<file path="config.mk">
export PLATFORM = sky130hd
export DESIGN_NAME = dmem_arbiter
export DESIGN_NICKNAME = d
export VERILOG_FILES = /design/src/rtl/dmem_arbiter.sv
export SDC_FILE = /design/constraint.sdc
export NUM_CORES = 1
export LEC_CHECK = 0
export ABC_AREA = 1
export BUFFER_PORTS_ARGS = -buffer_cell sky130_fd_sc_hd__buf_2
export CAP_MARGIN = 20
export CORE_AREA = 3 3 110 112
export DETAILED_ROUTE_END_ITERATION = 7
export DIE_AREA = 0 0 113 115
export GPL_TIMING_DRIVEN = 0
export PLACE_DENSITY_LB_ADDON = 0.15
export SYNTH_ARGS = -nofsm -noshare
export SYNTH_HDL_FRONTEND = slang
export SYNTH_SLANG_ARGS = --single-unit
</file>
<file path="constraint.sdc">
create_clock -name clk -period 1.96 [get_ports clk]
set_clock_uncertainty 0.2 [all_clocks]
set_input_delay 0.294 -clock clk [delete_from_list [all_inputs] [get_ports clk]]
set_output_delay 0.294 -clock clk [all_outputs]
set_load 0.01 [all_outputs]
</file>
<file path="src/rtl/dmem_arbiter.sv">
// Data-memory arbiter: shares one synchronous single-port SRAM between the core
// load/store port and the debug/loader port, one access every three cycles.

package dmem_arbiter_pkg;
    typedef struct packed {
        logic        we;
        logic [3:0]  be;
        logic [31:0] addr;
        logic [31:0] wdata;
    } mem_req_t;

    typedef enum logic [1:0] {
        ST_IDLE  = 2'd0,
        ST_ISSUE = 2'd1,
        ST_RESP  = 2'd2
    } arb_state_e;
endpackage

module dmem_arbiter
    import dmem_arbiter_pkg::*;
#(
    parameter int unsigned ADDR_W     = 8,
    parameter int unsigned STARVE_MAX = 4
) (
    input  logic              clk,
    input  logic              rst,

    input  logic              cpu_req,
    input  logic              cpu_we,
    input  logic [3:0]        cpu_be,
    input  logic [31:0]       cpu_addr,
    input  logic [31:0]       cpu_wdata,
    output logic              cpu_ready,
    output logic [31:0]       cpu_rdata,
    output logic              cpu_err,

    input  logic              dbg_req,
    input  logic              dbg_we,
    input  logic [3:0]        dbg_be,
    input  logic [31:0]       dbg_addr,
    input  logic [31:0]       dbg_wdata,
    output logic              dbg_ready,
    output logic [31:0]       dbg_rdata,
    output logic              dbg_err,

    output logic              mem_en,
    output logic              mem_we,
    output logic [3:0]        mem_be,
    output logic [ADDR_W-1:0] mem_addr,
    output logic [31:0]       mem_wdata,
    input  logic [31:0]       mem_rdata
);

    localparam int unsigned CNT_W = 4;

    arb_state_e         state_q, state_d;
    logic [CNT_W-1:0]   starve_q, starve_d;
    logic               grant_dbg_q, grant_dbg_d;
    logic               oor_q, oor_d;
    logic               load_q, load_d;

    logic               mem_en_q, mem_en_d;
    logic               mem_we_q, mem_we_d;
    logic [3:0]         mem_be_q, mem_be_d;
    logic [ADDR_W-1:0]  mem_addr_q, mem_addr_d;
    logic [31:0]        mem_wdata_q, mem_wdata_d;

    logic               cpu_ready_q, cpu_ready_d;
    logic               cpu_err_q, cpu_err_d;
    logic               dbg_ready_q, dbg_ready_d;
    logic               dbg_err_q, dbg_err_d;

    mem_req_t           cpu_req_s;
    mem_req_t           dbg_req_s;
    mem_req_t           win_s;
    logic               any_req;
    logic               pick_dbg;
    logic               win_oor;
    logic [1:0]         unused_addr_lsb;

    assign cpu_req_s = '{we: cpu_we, be: cpu_be, addr: cpu_addr, wdata: cpu_wdata};
    assign dbg_req_s = '{we: dbg_we, be: dbg_be, addr: dbg_addr, wdata: dbg_wdata};

    // Debug wins only when alone or once the CPU has used up its starvation allowance.
    assign any_req  = cpu_req | dbg_req;
    assign pick_dbg = dbg_req & (~cpu_req | (starve_q == CNT_W'(STARVE_MAX)));
    assign win_s    = pick_dbg ? dbg_req_s : cpu_req_s;
    assign win_oor  = |win_s.addr[31:ADDR_W+2];

    // Byte lanes come from be; the low address bits carry no information here.
    assign unused_addr_lsb = win_s.addr[1:0];

    always_comb begin
        state_d     = state_q;
        starve_d    = starve_q;
        grant_dbg_d = grant_dbg_q;
        oor_d       = oor_q;
        load_d      = load_q;
        mem_en_d    = 1'b0;
        mem_we_d    = 1'b0;
        mem_be_d    = 4'h0;
        mem_addr_d  = '0;
        mem_wdata_d = '0;
        cpu_ready_d = 1'b0;
        cpu_err_d   = 1'b0;
        dbg_ready_d = 1'b0;
        dbg_err_d   = 1'b0;

        case (state_q)
            ST_IDLE: begin
                if (!dbg_req) begin
                    starve_d = '0;
                end
                if (any_req) begin
                    grant_dbg_d = pick_dbg;
                    oor_d       = win_oor;
                    load_d      = ~win_s.we & ~win_oor;
                    if (pick_dbg) begin
                        starve_d = '0;
                    end else if (dbg_req && (starve_q != CNT_W'(STARVE_MAX))) begin
                        starve_d = starve_q + CNT_W'(1);
                    end
                    // The SRAM command registers double as the latched request fields.
                    if (!win_oor) begin
                        mem_en_d    = 1'b1;
                        mem_we_d    = win_s.we;
                        mem_be_d    = win_s.be;
                        mem_addr_d  = win_s.addr[ADDR_W+1:2];
                        mem_wdata_d = win_s.wdata;
                    end
                    state_d = ST_ISSUE;
                end
            end
            ST_ISSUE: begin
                cpu_ready_d = ~grant_dbg_q;
                cpu_err_d   = ~grant_dbg_q & oor_q;
                dbg_ready_d = grant_dbg_q;
                dbg_err_d   = grant_dbg_q & oor_q;
                state_d     = ST_RESP;
            end
            ST_RESP: begin
                oor_d   = 1'b0;
                load_d  = 1'b0;
                state_d = ST_IDLE;
            end
            default: begin
                state_d = ST_IDLE;
            end
        endcase
    end

    always_ff @(posedge clk) begin
        if (rst) begin
            state_q     <= ST_IDLE;
            starve_q    <= '0;
            grant_dbg_q <= 1'b0;
            oor_q       <= 1'b0;
            load_q      <= 1'b0;
            mem_en_q    <= 1'b0;
            mem_we_q    <= 1'b0;
            mem_be_q    <= 4'h0;
            mem_addr_q  <= '0;
            mem_wdata_q <= '0;
            cpu_ready_q <= 1'b0;
            cpu_err_q   <= 1'b0;
            dbg_ready_q <= 1'b0;
            dbg_err_q   <= 1'b0;
        end else begin
            state_q     <= state_d;
            starve_q    <= starve_d;
            grant_dbg_q <= grant_dbg_d;
            oor_q       <= oor_d;
            load_q      <= load_d;
            mem_en_q    <= mem_en_d;
            mem_we_q    <= mem_we_d;
            mem_be_q    <= mem_be_d;
            mem_addr_q  <= mem_addr_d;
            mem_wdata_q <= mem_wdata_d;
            cpu_ready_q <= cpu_ready_d;
            cpu_err_q   <= cpu_err_d;
            dbg_ready_q <= dbg_ready_d;
            dbg_err_q   <= dbg_err_d;
        end
    end

    assign mem_en    = mem_en_q;
    assign mem_we    = mem_we_q;
    assign mem_be    = mem_be_q;
    assign mem_addr  = mem_addr_q;
    assign mem_wdata = mem_wdata_q;

    assign cpu_ready = cpu_ready_q;
    assign cpu_err   = cpu_err_q;
    assign dbg_ready = dbg_ready_q;
    assign dbg_err   = dbg_err_q;

    // SRAM read data is only meaningful in the response cycle of an in-range load.
    assign cpu_rdata = (cpu_ready_q && load_q) ? mem_rdata : '0;
    assign dbg_rdata = (dbg_ready_q && load_q) ? mem_rdata : '0;

endmodule
</file>
==> metrics.md <==
| Metric | Value |
|---|---|
| Result of the run | `finished, final reports clean` |
| TNS Setup | `0 ns` |
| R2r worst-path depth | `10` |
| IR drop worst, VDD | `0.000407 V` |
| Io pins | `roughly 290` |
| Most used cells in the layout excluding fill and tap cells | `283 x sky130_fd_sc_hd__buf_2, 113 x sky130_fd_sc_hd__nand2_1, 98 x sky130_fd_sc_hd__nor2_1` |
| Min Tclk post-route | `1.90 ns` |
| Per-cell via count in the routed design | `4.14` |
| Switching power total | `roughly 730 µW` |
| Switching part of the total | `23.3%` |
| Part of the power in the clock network | `roughly 49%` |
| Most frequent standard cell in the layout excluding fill and tap cells | `sky130_fd_sc_hd__buf_2` |
| Clk_lat worst skew | `0.32 ns` |
| Kind of critical path | `flip-flop to primary output` |
| Layout Cells excl Fill | `about 860` |
| CTS root buffer | `sky130_fd_sc_hd__clkbuf_16` |
| Initial Util | `24.9%` |
| P_int | `2.39 mW` |
| Total clock buffers created by CTS | `9` |
| Register bit total from synthesis | `59` |
| Floorplan die area | `13000 µm²` |
| Max-cap violation count | `0` |
| Clk sinks | `59` |
| Pwr per Cell Area | `~640 nW/µm²` |
| Hold-fix buffers, CTS | `0` |
| Antenna violations before repair | `2` |
| Antenna viol nets, final | `0` |
| Most used routing layer | `met2` |
| RSZ-0062 raised after global routing | `yes` |
| Number of global-route vias before repair | `about 3400` |
| Clock slew at reported path FFs | `0.05 ns` |
| Number of hold violations in the final report | `0` |
| Final worst-path setup slack | `0.0561 ns` |
| Post-synthesis instance area | `2820 µm²` |
| Post-detailed-route DRC marker count | `0` |
| Crit start category | `flip-flop` |
| Total overflow reported by the global router | `0` |
| WP data required | `1.47 ns` |
| Die extent in y | `115 µm` |
| Drt first-iter violations | `between 90 and 100` |
| Sequential cell area fraction in the yosys report | `a little over two fifths` |
| Slew Viols, Final | `0` |
| Peak Freq | `0.525 GHz` |
| Max-slew headroom | `73.2%` |
| Layout cells sized above 1 | `52.2%` |
| FF-to-FF setup slack | `0.13 ns` |
| Placer Congestion | `0.889` |
| Unique masters post-synth | `26` |
| Area growth from synthesis to layout | `71.5%` |
| Final count of negative-setup-slack endpoints | `0` |
| Net count, final | `883` |
| Met3 Use GR | `6.84%` |
| Detailed-route wire length per cell | `12.5 µm` |
| Largest net degree at the start of global routing | `11` |
| Syn. warnings | `0` |
| Half-perimeter wire length after placement | `9140 µm` |
| Number of placement rows | `39` |
| Total via count in the routed design | `about 3500` |
| H-tree level count | `3` |
| Total routed wirelength | `10800 µm` |
| Combinational fraction of design power | `12.1%` |
| Leak | `2.81 nW` |
| Hold WC Path Type | `primary input to flip-flop` |
| Post-route fraction of the period consumed by the critical path | `97.1%` |
| Clk buf depth | `2` |
| Overall routing resource usage | `15.6%` |
| Post-Syn Nets | `between 500 and 600` |
| Synthesized instance count | `408` |
| Core Box Area | `11300 µm²` |
| Input/output buffers | `283` |
| CTS tree | `yes` |
| Pre-CTS worst setup slack | `-0.293 ns` |
| Data arrival time of the worst path | `1.41 ns` |
| GR met1 Demand/Resource | `15.1%` |
| Type of destination of the critical path | `primary output` |
| Synth Area per Inst | `6.92 µm²` |
| Wire length of the first global-routing pass | `16100 µm` |
| Register share of total power | `slightly below 40%` |
| Slew @ Worst Pin | `~0.40 ns` |
| Worst hold path stage count | `2` |
| DIE WIDTH | `113 µm` |
| First-pass detailed-route iteration total | `4` |
| Routing usage on met2 | `29.1%` |
| Count of placed standard cells including taps | `834` |
| Largest fanout of any net on the critical path | `10` |
==> layout make-up <==
cell class              instances  area [µm²]
repair buffers                288        1470
clock inverters                 3        20.0
clock buffers                  13         280
well taps                     143         179
multi-input cells             285        1400
flip-flops and latches         59        1180
fillers                      1210        6480
plain buffers                  19         141
inverters                      45         169
diodes                          2        5.00
==> cells in the mapped netlist, drive strengths merged <==
| master | n | area (µm²) |
|---|---|---|
| a21oi | 50 | 408 |
| a22oi | 1 | 7.51 |
| buf | 6 | 53.8 |
| clkbuf | 13 | 48.8 |
| dfxtp | 59 | 1180 |
| ha | 2 | 25.0 |
| inv | 45 | 169 |
| nand2 | 116 | 445 |
| nand3 | 3 | 20.0 |
| nand4 | 3 | 25.0 |
| nor2 | 99 | 374 |
| nor3 | 4 | 20.0 |
| o21ai | 3 | 15.0 |
| or2 | 2 | 12.5 |
| xor2 | 2 | 17.5 |
==> final timing paths <==
path / start / to
min reg2reg: grant_dbg_q / cpu_ready
max reg2reg: starve_q[0] / mem_wdata[20]
max: load_q / cpu_rdata[20]
min: rst / starve_q[1]
==> power groups by stage <==
stage	combinational, mW	sequential, mW	clock [mW]
3_5_place_dp	0.362	1.25	0
3_3_place_gp	0.355	1.25	0
2_1_floorplan	0.156	1.25	0
5_1_grt	0.427	1.22	1.62
6_report	0.376	1.22	1.52
4_1_cts	0.377	1.22	1.56
==> worst max-delay path, stage by stage, from the launching register on <==
cell and delay (ns):
sky130_fd_sc_hd__dfxtp_1 0.33, sky130_fd_sc_hd__nand2_1 0.15, sky130_fd_sc_hd__clkbuf_1 0.36, sky130_fd_sc_hd__nor2_1 0.10, sky130_fd_sc_hd__buf_2 0.15
==> stage by stage <==
step           instance area [µm²]  utilization [%]  total power, mW  hold slack (ns)
2_1_floorplan                 2820                -             1.40            0.163
3_3_place_gp                  4420             39.0             1.60            0.249
3_5_place_dp                  4420             39.0             1.61            0.252
4_1_cts                       4780             42.2             3.16          0.00685
5_1_grt                       4840             42.7             3.27           0.0138
6_report                      4840             42.7             3.12           0.0139
==> repair_timing <==
item	CTS	global route
pin swaps	1	3
gates resized for setup	15	15
buffers inserted	3	2
cloned	0	0
setup endpoints to repair	53	92
==> layer usage <==
metal | share of wire (%) | vias to the layer above
met5 | 0 | -
met4 | 2.2 | 0
met3 | 12 | 14
met2 | 52 | 168
met1 | 34 | 1529
li1 | - | 1837
==> flip-flops by register name, summed over array words and instances, names as in the netlist, 2 cells and up <==
signal     cells
mem_addr       8
mem_be         4
state_q        2
starve_q       4
mem_wdata     32
==> cell families after synthesis <==
logic type | count (synthesis) | synth area share (%)
compound gates | 54 | 15.2
xor+xnor | 2 | 0.621
fa+ha+maj | 2 | 0.886
buf+inv | 64 | 9.62
flops | 59 | 41.8
simple gates | 227 | 31.8
(Power assumes the default switching activity.)
